[config.mk]
export PLATFORM = sky130hd
export DESIGN_NAME = axi_crossbar_slv_sync_if_flat
export DESIGN_NICKNAME = d
export VERILOG_FILES = /design/src/rtl/axi_crossbar_slv_sync_if_if.sv /design/src/rtl/axi_crossbar_slv_sync_if.sv /design/src/flat_wrapper.sv
export SDC_FILE = /design/constraint.sdc
export NUM_CORES = 1
export LEC_CHECK = 0
export ABC_AREA = 1
export BUFFER_PORTS_ARGS = -buffer_cell sky130_fd_sc_hd__buf_2
export CAP_MARGIN = 10
export CORE_MARGIN = 2
export CORE_UTILIZATION = 58
export CTS_CLUSTER_SIZE = 8
export DETAILED_ROUTE_END_ITERATION = 8
export GPL_ROUTABILITY_DRIVEN = 0
export PLACE_DENSITY = 0.8
export SYNTH_ARGS = -nofsm -noshare
export SYNTH_HDL_FRONTEND = slang
export SYNTH_HIERARCHICAL = 1
export SYNTH_SLANG_ARGS = --single-unit
[constraint.sdc]
create_clock -name i_aclk -period 5.7 [get_ports i_aclk]
set_clock_uncertainty 0.2 [all_clocks]
set_input_delay 1.14 -clock i_aclk [delete_from_list [all_inputs] [get_ports i_aclk]]
set_output_delay 1.14 -clock i_aclk [all_outputs]
set_load 0.02 [all_outputs]
[src/rtl/axi_crossbar_slv_sync_if_if.sv]
// axi_crossbar_slv_sync_if_if: switch-side channel bus and AXI3 slave bus used by the sync slave port adapter
interface xbar_sw_if #(
    parameter int AXI_ADDR_W = 32,
    parameter int AXI_ID_W   = 4,
    parameter int AXI_DATA_W = 32
);
    localparam int AXCH_W = AXI_ADDR_W + AXI_ID_W + 11;
    localparam int WCH_W  = AXI_DATA_W + AXI_DATA_W / 8 + AXI_ID_W;
    localparam int BCH_W  = AXI_ID_W + 2;
    localparam int RCH_W  = AXI_DATA_W + AXI_ID_W + 2;
    logic              awvalid, awready;
    logic [AXCH_W-1:0] awch;
    logic              wvalid, wready, wlast;
    logic [WCH_W-1:0]  wch;
    logic              bvalid, bready;
    logic [BCH_W-1:0]  bch;
    logic              arvalid, arready;
    logic [AXCH_W-1:0] arch;
    logic              rvalid, rready, rlast;
    logic [RCH_W-1:0]  rch;
    modport master (
        output awvalid, awch, wvalid, wlast, wch, bready, arvalid, arch, rready,
        input  awready, wready, bvalid, bch, arready, rvalid, rlast, rch
    );
    modport slave (
        input  awvalid, awch, wvalid, wlast, wch, bready, arvalid, arch, rready,
        output awready, wready, bvalid, bch, arready, rvalid, rlast, rch
    );
endinterface

interface axi3_slv_if #(
    parameter int AXI_ADDR_W = 32,
    parameter int AXI_ID_W   = 4,
    parameter int AXI_DATA_W = 32
);
    logic [AXI_ID_W-1:0]     awid, wid, bid, arid, rid;
    logic [AXI_ADDR_W-1:0]   awaddr, araddr;
    logic [3:0]              awlen, arlen;
    logic [2:0]              awsize, arsize;
    logic [1:0]              awburst, awlock, arburst, arlock, bresp, rresp;
    logic                    awvalid, awready, wvalid, wready, wlast, bvalid, bready;
    logic                    arvalid, arready, rvalid, rready, rlast;
    logic [AXI_DATA_W-1:0]   wdata, rdata;
    logic [AXI_DATA_W/8-1:0] wstrb;
    modport master (
        output awid, awaddr, awlen, awsize, awburst, awlock, awvalid,
        output wid, wdata, wstrb, wlast, wvalid, bready,
        output arid, araddr, arlen, arsize, arburst, arlock, arvalid, rready,
        input  awready, wready, bid, bresp, bvalid, arready, rid, rdata, rresp, rlast, rvalid
    );
    modport slave (
        input  awid, awaddr, awlen, awsize, awburst, awlock, awvalid,
        input  wid, wdata, wstrb, wlast, wvalid, bready,
        input  arid, araddr, arlen, arsize, arburst, arlock, arvalid, rready,
        output awready, wready, bid, bresp, bvalid, arready, rid, rdata, rresp, rlast, rvalid
    );
endinterface

[src/rtl/axi_crossbar_slv_sync_if.sv]
// axi_crossbar_slv_sync_if: single-clock switch-to-AXI3-slave adapter with per-channel FIFOs, base subtraction, outstanding limits; AXI_SLV_IF_WGATE_EN holds W behind its AW
module axi_crossbar_slv_sync_if_fifo #(
    parameter int W = 8,
    parameter int D = 4
) (
    input  logic         i_aclk,
    input  logic         i_srst,
    input  logic         push,
    input  logic         pop,
    input  logic [W-1:0] din,
    output logic         ready,
    output logic         valid,
    output logic [W-1:0] dout
);
    localparam int AW = $clog2(D);
    logic [W-1:0] mem_q [D];
    logic [AW:0]  wp_q, wp_d, rp_q, rp_d;
    logic         empty_q, empty_d, full_q, full_d, do_push, do_pop;
    // advance pointers on accepted push/pop; empty/full derived from the next pointers so they can be registered
    always_comb begin
        do_push = push & ~full_q;
        do_pop  = pop & ~empty_q;
        wp_d    = wp_q + {{AW{1'b0}}, do_push};
        rp_d    = rp_q + {{AW{1'b0}}, do_pop};
        empty_d = wp_d == rp_d;
        full_d  = wp_d == {~rp_d[AW], rp_d[AW-1:0]};
    end
    // pointer and flag registers
    always_ff @(posedge i_aclk) begin
        if (i_srst) begin
            wp_q    <= '0;
            rp_q    <= '0;
            empty_q <= 1'b1;
            full_q  <= 1'b0;
        end else begin
            wp_q    <= wp_d;
            rp_q    <= rp_d;
            empty_q <= empty_d;
            full_q  <= full_d;
        end
    end
    // storage; contents need no reset because empty masks them
    always_ff @(posedge i_aclk) begin
        if (do_push) mem_q[wp_q[AW-1:0]] <= din;
    end
    assign ready = ~full_q;
    assign valid = ~empty_q;
    assign dout  = mem_q[rp_q[AW-1:0]];
endmodule

module axi_crossbar_slv_sync_if #(
    parameter int                    AXI_ADDR_W       = 32,
    parameter int                    AXI_ID_W         = 4,
    parameter int                    AXI_DATA_W       = 32,
    parameter logic [AXI_ADDR_W-1:0] BASE_ADDR        = '0,
    parameter int                    SLV_OSTDREQ_NUM  = 4,
    parameter int                    SLV_OSTDREQ_SIZE = 1
) (
    input  logic                                   i_aclk,
    input  logic                                   i_srst,
    xbar_sw_if.slave                               sw,
    axi3_slv_if.master                             axi,
    output logic [$clog2(SLV_OSTDREQ_NUM+1)-1:0]   o_wr_ostd,
    output logic [$clog2(SLV_OSTDREQ_NUM+1)-1:0]   o_rd_ostd
);
    localparam int AXCH_W = AXI_ADDR_W + AXI_ID_W + 11;
    localparam int WCH_W  = AXI_DATA_W + AXI_DATA_W / 8 + AXI_ID_W;
    localparam int BCH_W  = AXI_ID_W + 2;
    localparam int RCH_W  = AXI_DATA_W + AXI_ID_W + 2;
    localparam int DDEP   = SLV_OSTDREQ_NUM * SLV_OSTDREQ_SIZE;
    localparam int CW     = $clog2(SLV_OSTDREQ_NUM + 1);
    logic              aw_rdy, aw_vld, w_rdy, w_vld, ar_rdy, ar_vld;
    logic [AXCH_W-1:0] aw_dout, ar_dout;
    logic [WCH_W:0]    w_dout;
    logic [CW-1:0]     wr_ostd_q, wr_ostd_d, rd_ostd_q, rd_ostd_d;
    axi_crossbar_slv_sync_if_fifo #(.W(AXCH_W), .D(SLV_OSTDREQ_NUM)) u_aw (
        .i_aclk, .i_srst, .push(sw.awvalid & sw.awready), .pop(axi.awvalid & axi.awready),
        .din(sw.awch), .ready(aw_rdy), .valid(aw_vld), .dout(aw_dout)
    );
    axi_crossbar_slv_sync_if_fifo #(.W(WCH_W + 1), .D(DDEP)) u_w (
        .i_aclk, .i_srst, .push(sw.wvalid & sw.wready), .pop(axi.wvalid & axi.wready),
        .din({sw.wlast, sw.wch}), .ready(w_rdy), .valid(w_vld), .dout(w_dout)
    );
    axi_crossbar_slv_sync_if_fifo #(.W(BCH_W), .D(SLV_OSTDREQ_NUM)) u_b (
        .i_aclk, .i_srst, .push(axi.bvalid & axi.bready), .pop(sw.bvalid & sw.bready),
        .din({axi.bresp, axi.bid}), .ready(axi.bready), .valid(sw.bvalid), .dout(sw.bch)
    );
    axi_crossbar_slv_sync_if_fifo #(.W(AXCH_W), .D(SLV_OSTDREQ_NUM)) u_ar (
        .i_aclk, .i_srst, .push(sw.arvalid & sw.arready), .pop(axi.arvalid & axi.arready),
        .din(sw.arch), .ready(ar_rdy), .valid(ar_vld), .dout(ar_dout)
    );
    axi_crossbar_slv_sync_if_fifo #(.W(RCH_W + 1), .D(DDEP)) u_r (
        .i_aclk, .i_srst, .push(axi.rvalid & axi.rready), .pop(sw.rvalid & sw.rready),
        .din({axi.rlast, axi.rdata, axi.rresp, axi.rid}), .ready(axi.rready), .valid(sw.rvalid),
        .dout({sw.rlast, sw.rch})
    );
    assign sw.awready = aw_rdy & (wr_ostd_q < CW'(SLV_OSTDREQ_NUM));
    assign sw.arready = ar_rdy & (rd_ostd_q < CW'(SLV_OSTDREQ_NUM));
    assign sw.wready  = w_rdy;
    assign axi.awvalid = aw_vld;
    assign axi.arvalid = ar_vld;
    assign {axi.awlock, axi.awburst, axi.awsize, axi.awlen, axi.awid} = aw_dout[AXCH_W-1:AXI_ADDR_W];
    assign {axi.arlock, axi.arburst, axi.arsize, axi.arlen, axi.arid} = ar_dout[AXCH_W-1:AXI_ADDR_W];
    assign axi.awaddr = aw_dout[AXI_ADDR_W-1:0] - BASE_ADDR;
    assign axi.araddr = ar_dout[AXI_ADDR_W-1:0] - BASE_ADDR;
    assign {axi.wlast, axi.wstrb, axi.wdata, axi.wid} = w_dout;
    assign o_wr_ostd = wr_ostd_q;
    assign o_rd_ostd = rd_ostd_q;
    // outstanding counts: request accepted adds one, response completion removes one unless already zero
    always_comb begin
        wr_ostd_d = wr_ostd_q + CW'(sw.awvalid & sw.awready) - CW'(sw.bvalid & sw.bready & (wr_ostd_q != '0));
        rd_ostd_d = rd_ostd_q + CW'(sw.arvalid & sw.arready) - CW'(sw.rvalid & sw.rready & sw.rlast & (rd_ostd_q != '0));
    end
    // outstanding count registers
    always_ff @(posedge i_aclk) begin
        if (i_srst) begin
            wr_ostd_q <= '0;
            rd_ostd_q <= '0;
        end else begin
            wr_ostd_q <= wr_ostd_d;
            rd_ostd_q <= rd_ostd_d;
        end
    end
`ifdef AXI_SLV_IF_WGATE_EN
    logic [CW-1:0] awc_q, awc_d;
    // write credit: one per AW taken by the slave, returned on the matching last W beat
    always_comb awc_d = awc_q + CW'(axi.awvalid & axi.awready) - CW'(axi.wvalid & axi.wready & axi.wlast);
    // write credit register
    always_ff @(posedge i_aclk) begin
        if (i_srst) awc_q <= '0;
        else awc_q <= awc_d;
    end
    assign axi.wvalid = w_vld & (awc_q != '0);
`else
    assign axi.wvalid = w_vld;
`endif
endmodule
[src/flat_wrapper.sv]
// flat-port wrapper written by rule: the top's interface ports become plain ports
module axi_crossbar_slv_sync_if_flat 
#(
    parameter int                    AXI_ADDR_W       = 32,
    parameter int                    AXI_ID_W         = 4,
    parameter int                    AXI_DATA_W       = 32,
    parameter logic [AXI_ADDR_W-1:0] BASE_ADDR        = '0,
    parameter int                    SLV_OSTDREQ_NUM  = 4,
    parameter int                    SLV_OSTDREQ_SIZE = 1
)
  (i_aclk, i_srst, o_wr_ostd, o_rd_ostd, sw_awvalid, sw_awch, sw_wvalid, sw_wlast, sw_wch, sw_bready, sw_arvalid, sw_arch, sw_rready, sw_awready, sw_wready, sw_bvalid, sw_bch, sw_arready, sw_rvalid, sw_rlast, sw_rch, axi_awid, axi_awaddr, axi_awlen, axi_awsize, axi_awburst, axi_awlock, axi_awvalid, axi_wid, axi_wdata, axi_wstrb, axi_wlast, axi_wvalid, axi_bready, axi_arid, axi_araddr, axi_arlen, axi_arsize, axi_arburst, axi_arlock, axi_arvalid, axi_rready, axi_awready, axi_wready, axi_bid, axi_bresp, axi_bvalid, axi_arready, axi_rid, axi_rdata, axi_rresp, axi_rlast, axi_rvalid);
  xbar_sw_if #(.AXI_ADDR_W(AXI_ADDR_W), .AXI_ID_W(AXI_ID_W), .AXI_DATA_W(AXI_DATA_W)) sw_i ();
  axi3_slv_if #(.AXI_ADDR_W(AXI_ADDR_W), .AXI_ID_W(AXI_ID_W), .AXI_DATA_W(AXI_DATA_W)) axi_i ();
  input  logic i_aclk;
  input  logic i_srst;
  output logic [$clog2(SLV_OSTDREQ_NUM+1)-1:0] o_wr_ostd;
  output logic [$clog2(SLV_OSTDREQ_NUM+1)-1:0] o_rd_ostd;
  input wire logic [$bits(sw_i.awvalid)-1:0] sw_awvalid;
  input wire logic [$bits(sw_i.awch)-1:0] sw_awch;
  input wire logic [$bits(sw_i.wvalid)-1:0] sw_wvalid;
  input wire logic [$bits(sw_i.wlast)-1:0] sw_wlast;
  input wire logic [$bits(sw_i.wch)-1:0] sw_wch;
  input wire logic [$bits(sw_i.bready)-1:0] sw_bready;
  input wire logic [$bits(sw_i.arvalid)-1:0] sw_arvalid;
  input wire logic [$bits(sw_i.arch)-1:0] sw_arch;
  input wire logic [$bits(sw_i.rready)-1:0] sw_rready;
  output wire logic [$bits(sw_i.awready)-1:0] sw_awready;
  output wire logic [$bits(sw_i.wready)-1:0] sw_wready;
  output wire logic [$bits(sw_i.bvalid)-1:0] sw_bvalid;
  output wire logic [$bits(sw_i.bch)-1:0] sw_bch;
  output wire logic [$bits(sw_i.arready)-1:0] sw_arready;
  output wire logic [$bits(sw_i.rvalid)-1:0] sw_rvalid;
  output wire logic [$bits(sw_i.rlast)-1:0] sw_rlast;
  output wire logic [$bits(sw_i.rch)-1:0] sw_rch;
  output wire logic [$bits(axi_i.awid)-1:0] axi_awid;
  output wire logic [$bits(axi_i.awaddr)-1:0] axi_awaddr;
  output wire logic [$bits(axi_i.awlen)-1:0] axi_awlen;
  output wire logic [$bits(axi_i.awsize)-1:0] axi_awsize;
  output wire logic [$bits(axi_i.awburst)-1:0] axi_awburst;
  output wire logic [$bits(axi_i.awlock)-1:0] axi_awlock;
  output wire logic [$bits(axi_i.awvalid)-1:0] axi_awvalid;
  output wire logic [$bits(axi_i.wid)-1:0] axi_wid;
  output wire logic [$bits(axi_i.wdata)-1:0] axi_wdata;
  output wire logic [$bits(axi_i.wstrb)-1:0] axi_wstrb;
  output wire logic [$bits(axi_i.wlast)-1:0] axi_wlast;
  output wire logic [$bits(axi_i.wvalid)-1:0] axi_wvalid;
  output wire logic [$bits(axi_i.bready)-1:0] axi_bready;
  output wire logic [$bits(axi_i.arid)-1:0] axi_arid;
  output wire logic [$bits(axi_i.araddr)-1:0] axi_araddr;
  output wire logic [$bits(axi_i.arlen)-1:0] axi_arlen;
  output wire logic [$bits(axi_i.arsize)-1:0] axi_arsize;
  output wire logic [$bits(axi_i.arburst)-1:0] axi_arburst;
  output wire logic [$bits(axi_i.arlock)-1:0] axi_arlock;
  output wire logic [$bits(axi_i.arvalid)-1:0] axi_arvalid;
  output wire logic [$bits(axi_i.rready)-1:0] axi_rready;
  input wire logic [$bits(axi_i.awready)-1:0] axi_awready;
  input wire logic [$bits(axi_i.wready)-1:0] axi_wready;
  input wire logic [$bits(axi_i.bid)-1:0] axi_bid;
  input wire logic [$bits(axi_i.bresp)-1:0] axi_bresp;
  input wire logic [$bits(axi_i.bvalid)-1:0] axi_bvalid;
  input wire logic [$bits(axi_i.arready)-1:0] axi_arready;
  input wire logic [$bits(axi_i.rid)-1:0] axi_rid;
  input wire logic [$bits(axi_i.rdata)-1:0] axi_rdata;
  input wire logic [$bits(axi_i.rresp)-1:0] axi_rresp;
  input wire logic [$bits(axi_i.rlast)-1:0] axi_rlast;
  input wire logic [$bits(axi_i.rvalid)-1:0] axi_rvalid;
  assign sw_i.awvalid = sw_awvalid;
  assign sw_i.awch = sw_awch;
  assign sw_i.wvalid = sw_wvalid;
  assign sw_i.wlast = sw_wlast;
  assign sw_i.wch = sw_wch;
  assign sw_i.bready = sw_bready;
  assign sw_i.arvalid = sw_arvalid;
  assign sw_i.arch = sw_arch;
  assign sw_i.rready = sw_rready;
  assign sw_awready = sw_i.awready;
  assign sw_wready = sw_i.wready;
  assign sw_bvalid = sw_i.bvalid;
  assign sw_bch = sw_i.bch;
  assign sw_arready = sw_i.arready;
  assign sw_rvalid = sw_i.rvalid;
  assign sw_rlast = sw_i.rlast;
  assign sw_rch = sw_i.rch;
  assign axi_awid = axi_i.awid;
  assign axi_awaddr = axi_i.awaddr;
  assign axi_awlen = axi_i.awlen;
  assign axi_awsize = axi_i.awsize;
  assign axi_awburst = axi_i.awburst;
  assign axi_awlock = axi_i.awlock;
  assign axi_awvalid = axi_i.awvalid;
  assign axi_wid = axi_i.wid;
  assign axi_wdata = axi_i.wdata;
  assign axi_wstrb = axi_i.wstrb;
  assign axi_wlast = axi_i.wlast;
  assign axi_wvalid = axi_i.wvalid;
  assign axi_bready = axi_i.bready;
  assign axi_arid = axi_i.arid;
  assign axi_araddr = axi_i.araddr;
  assign axi_arlen = axi_i.arlen;
  assign axi_arsize = axi_i.arsize;
  assign axi_arburst = axi_i.arburst;
  assign axi_arlock = axi_i.arlock;
  assign axi_arvalid = axi_i.arvalid;
  assign axi_rready = axi_i.rready;
  assign axi_i.awready = axi_awready;
  assign axi_i.wready = axi_wready;
  assign axi_i.bid = axi_bid;
  assign axi_i.bresp = axi_bresp;
  assign axi_i.bvalid = axi_bvalid;
  assign axi_i.arready = axi_arready;
  assign axi_i.rid = axi_rid;
  assign axi_i.rdata = axi_rdata;
  assign axi_i.rresp = axi_rresp;
  assign axi_i.rlast = axi_rlast;
  assign axi_i.rvalid = axi_rvalid;
  axi_crossbar_slv_sync_if #(.AXI_ADDR_W(AXI_ADDR_W), .AXI_ID_W(AXI_ID_W), .AXI_DATA_W(AXI_DATA_W), .BASE_ADDR(BASE_ADDR), .SLV_OSTDREQ_NUM(SLV_OSTDREQ_NUM), .SLV_OSTDREQ_SIZE(SLV_OSTDREQ_SIZE)) u_core (.i_aclk(i_aclk), .i_srst(i_srst), .sw(sw_i), .axi(axi_i), .o_wr_ostd(o_wr_ostd), .o_rd_ostd(o_rd_ostd));
endmodule
# After elaboration in Yosys (flattened, before gate mapping)
# Memories as Yosys holds them, arrays and structs flattened. A register that Yosys moved wholly into a read port is not among the register bits.
# Index checks and enable logic that the tools add are counted.
totals:
  register_bits: 46
  ramBits: 720
  out_inout_bits: 196
  elab_cells: 114
  memories: 5
op_classes:
  n_addsub: 14
  order_cmp: 2
  eq_ne: 10
  n_mux: 15
  bitwise: 44
  n_reduce_logical: 2
mem_list:
  columns: ["name", "words", "word_bits", "rd", "rd_ports_with_merged_regs", "wr", "line_no", "text"]
  rows:
  - ["u_core.u_ar.mem_q", 4, 47, 1, 1, 1, "axi_crossbar_slv_sync_if.sv:16", "logic [W-1:0] mem_q [D];"]
  - ["u_core.u_aw.mem_q", 4, 47, 1, 1, 1, "axi_crossbar_slv_sync_if.sv:16", null]
  - ["u_core.u_w.mem_q", 4, 41, 1, 1, 1, "axi_crossbar_slv_sync_if.sv:16", null]
  - ["u_core.u_r.mem_q", 4, 39, 1, 1, 1, "axi_crossbar_slv_sync_if.sv:16", null]
  - ["u_core.u_b.mem_q", 4, 6, 1, 1, 1, "axi_crossbar_slv_sync_if.sv:16", null]
op_table:
  columns: ["op", "n"]
  rows:
  - ["adder 3 x 1 -> 3 bit", 10]
  - ["== test 3 bit", 10]
  - ["AND 1 bit", 26]
  - ["NOT 1 bit", 15]
  - ["2-to-1 mux 1 bit", 10]
  - ["2-to-1 mux 2 bit", 5]
  - ["AND 3 x 1 -> 3 bit", 3]
  - ["adder 3 bit", 2]
  - ["< comparator 3 bit, second input constant", 2]
  - ["nonzero test 3 bit", 2]
  - ["subtractor 3 bit", 2]

# Logic depth before layout (Yosys ltp)
logic_depth:
  word_depth: 6
  mapped_depth: 15
  mapped_depth_nobuf: 15

# Cells and area by module
# Netlist, hierarchy kept.
by_module_without_submodules:
  columns: ["mod", "instances", "cells_each", "area_per_inst_um2"]
  rows:
  - ["axi_crossbar_slv_sync_if_fifo at u_core.u_ar ...", 2, 522, 7801.2]
  - ["axi_crossbar_slv_sync_if_fifo at u_core.u_w", 1, 463, 6496.2]
  - ["axi_crossbar_slv_sync_if_fifo at u_core.u_r", 1, 445, 6209.7]
  - ["axi_crossbar_slv_sync_if_fifo at u_core.u_b", 1, 125, 1316.3]
  - ["axi_crossbar_slv_sync_if", 1, 68, 430.4]

# Worst setup path after synthesis
# Ideal clock, no wire load.
synth_path:
  path_type: "input to register"
  from: "input port sw_arvalid"
  to: "memory u_core/u_ar/mem_q[0][0] in the netlist's numbering, enable pin"
  setup_ps: 510
  t_arrival_ps: 4583
  path_slack_ps: 407
  stages: 4
  n_path_buf: 0
  path_cell_list: "nand2_1 inv_1 nand2_1 nor3_1"
synth_between:
  elab_chain_cells: 4
synth_rtl:
  columns: ["element", "line_no", "text"]
  rows:
  - ["from (decl)", "flat_wrapper.sv:24", "input wire logic [$bits(sw_i.arvalid)-1:0] sw_arvalid;"]
  - ["AND 1 bit", "axi_crossbar_slv_sync_if.sv:89", ".i_aclk, .i_srst, .push(sw.arvalid & sw.arready), .pop(axi.arvalid & axi.arready),"]
  - ["AND 1 bit", "axi_crossbar_slv_sync_if.sv:21", "do_push = push & ~full_q;"]
  - ["2-to-1 mux 1 bit", "axi_crossbar_slv_sync_if.sv:44", "if (do_push) mem_q[wp_q[AW-1:0]] <= din;"]
  - ["2-to-1 mux 1 bit (implied by the code)", "axi_crossbar_slv_sync_if.sv:44", null]
  - ["to (decl)", "axi_crossbar_slv_sync_if.sv:16", null]
# No other way between the ends.

==> impl_metrics.tcl <==
set metrics [dict create \
    yosysTopAreaCell "edfxtp_1" \
    crit_type "reg2out" \
    firstDrtPassIters 5 \
    path_buf_inv 3 \
    clkTransAtPathRegs_ns 0.05 \
    routed_wl_um 66000 \
    fin_crit_sh_pct 70.3 \
    drc 0 \
    worst_pin_slew_ns 1.03 \
    crit_arrival_ns 2.67 \
    clock_sinks 766 \
    hold_path.class "reg2reg" \
    cts_tree "done" \
    slew_headroom_pct 30.9 \
    slew_violations 0 \
    tns_ns 0 \
    cts_hold_buf 0 \
    finalPower_uw 14600 \
    ys_ff_latch 766 \
    max_stage_delay_ns 0.73 \
    netlist_instances 2145 \
    core-area_um2 51300 \
    whs_ns 0.372 \
    critPathTopFamily "buffers and inverters" \
    drt_iter0_drc 1577 \
    fmax_mhz 250 \
    grt.total_usage_pct 24.2 \
    p_per_area_nw_per_um2 413 \
    fp-row-count 83 \
    root_buffer "clkbuf_16" \
    initial_core_util_pct 58.6 \
    leakagePower_uw 0.0129 \
    die_w_um 232 \
    wl_per_cell_um 19.9 \
    drt.antenna.violating_nets 0 \
    io_buffers 387 \
    path_max_fanout 49 \
    setup_ws_ns 1.69 \
    die_height_um 232 \
    grt_pass1_vias 18850 \
    startpoint_type "flip-flop" \
    ir_worst_vdd_mv 0.386 \
    syn-num-nets 2363 \
    status "finished, final reports clean" \
    synth_warnings 6 \
    seq_area_frac_synth_pct 75.0 \
    crit_path_end_kind "primary output" \
    crit_chain "buf_4 -> inv_2 -> o21ai_1 -> o22ai_1 -> buf_2" \
    ctsResizeCount 0 \
    grt_pass1_wl_um 101000 \
    yosysTopAreaCellShare_pct 71.9 \
    syn_area_per_cell_um2 14.0 \
    final-hold-violation-count 0 \
    dpl.hpwl_um 37000 \
    overflow 0 \
    vias 18759 \
    r2r_slack_ns 2.57 \
    rsz0062_at_grt "false" \
    insertion_delay_ns 0.65 \
    antenna_found_initial 11 \
    crit_slowest_cell "inv_2" \
    design_area_um2 35400 \
    post-cts-setup-buffers 0 \
    htreeDepth 3 \
    num_io_pins 388 \
    synthTopCellsByArea "edfxtp_1, o21ai_0, nor2_1, dfxtp_1, o22ai_1" \
    cp.required_ns 4.36 \
    setup_viol 0 \
    cts_buffers 105 \
    cap_violations 0 \
    placed_area_um2 32400 \
    via_per_inst 5.66 \
    syn_area_um2 30100 \
    clockBufferDepth 3 \
    drive_above_1_share_pct 25.7 \
    die-area_um2 53700 \
    ys_types 26 \
    grt_max_degree 96 \
    final_nets 2776 \
    place_ws_ns 2.09 \
    layout-area-overhead-vs-synth_pct 17.8 \
    fin_crit_ns 4.01 \
]
cells in the mapped netlist:
cell and n:
o21ai_2 6, nor2_1 363, clkbuf_1 24, clkbuf_2 3, o22ai_2 54, nor3_1 20, inv_2 6, nand2_1 145
a21oi_1 2, nand3_1 7, o21ai_1 77, clkbuf_4 2, edfxtp_1 720, ha_1 24, o22ai_1 126, dfxtp_1 46
nor2_4 54, inv_1 99, o21ai_0 277, buf_2 49, inv_4 3, fa_1 2, buf_4 5, buf_6 21
buf_12 8, nand2_2 2
layer usage:
metal | GRT usage (%) | routed length [um] | up-vias | part of all wire [%]
met5 | 0 | 46 | - | 0.070
met4 | 8.53 | 1620 | 8 | 2.4
met3 | 6.43 | 5650 | 139 | 8.6
met2 | 41.2 | 33800 | 820 | 51
met1 | 29.9 | 24900 | 9134 | 38
li1 | - | - | 8658 | -
state kept, by name, summed over array words and instances (netlist names), 24 cells and up:
name               count
u_core/u_ar/mem_q    188
u_core/u_aw/mem_q    188
u_core/u_w/mem_q     164
u_core/u_r/mem_q     156
u_core/u_b/mem_q      24
power breakdown:
part	switching, uW	internal [uW]	total [uW]
clock network	2170	3470	5630
logic	1510	620	2130
registers	150	6730	6870
worst min-delay path, delay by kind of cell, from the launching register on:
kind	cells	cell delay [ns]
and+or+nand+nor	3	0.22
DFF	1	0.31
kinds of logic (layout without fill, tap and decap cells):
| family | Yosys count | in the layout | share of synthesized area (%) |
|---|---|---|---|
| flops | 766 | 766 | 75.0 |
| simple gates | 591 | 591 | 8.86 |
| compound gates | 542 | 542 | 11.0 |
| buf+inv | 220 | 702 | 4.03 |
| fa+ha+maj | 26 | 26 | 1.13 |
| other cells | 0 | 9 | 0 |
final cells by class:
class | instances | area (um2)
Timing Repair Buffer | 418 | 2170
Multi-Input combinational cell | 1159 | 6380
Clock inverter | 5 | 75.1
Clock buffer | 171 | 2940
Sequential cell | 766 | 22500
Tap cell | 680 | 851
Fill cell | 3268 | 15900
Inverter | 108 | 413
Antenna cell | 9 | 22.5
worst paths after layout:
kind                        from             endpoint  cells past startpoint
min reg2reg  u_core/u_aw/rp_q[2]  u_core/u_aw/rp_q[2]                      3
min          u_core/u_aw/rp_q[2]  u_core/u_aw/rp_q[2]                      3
max          u_core/u_ar/rp_q[1]        axi_arsize[1]                      5
max reg2reg   u_core/u_r/rp_q[0]  u_core/o_rd_ostd[2]                     12
layout by cell type, fill, tap and decap left out:
cell type / count
inv_4: 3
buf_2: 387
dfxtp_1: 42
nand2_2: 2
o21ai_2: 6
buf_6: 1
clkinv_16: 1
o22ai_1: 126
nor2_4: 54
ha_1: 24
dfxtp_2: 4
clkinv_8: 2
inv_2: 6
fa_1: 2
o22ai_2: 54
a21oi_1: 2
edfxtp_1: 720
nor3_2: 16
o21ai_0: 277
buf_4: 30
nand3_1: 7
nor3_1: 4
diode_2: 9
inv_1: 99
clkbuf_1: 63
clkbuf_16: 108
inv_6: 1
nor2_1: 363
o21ai_1: 77
nand2_1: 145
clkinv_1: 1
stage by stage:
stage / std cells / utilization (%)
4_1_cts: 3306 / 68.9
6_report: 3316 / 69.0
3_5_place_dp: 3130 / 63.1
2_1_floorplan: 2145 / -
5_1_grt: 3316 / 69.0
3_3_place_gp: 3130 / 63.1
Note: power is estimated with default switching activity, not from simulation.
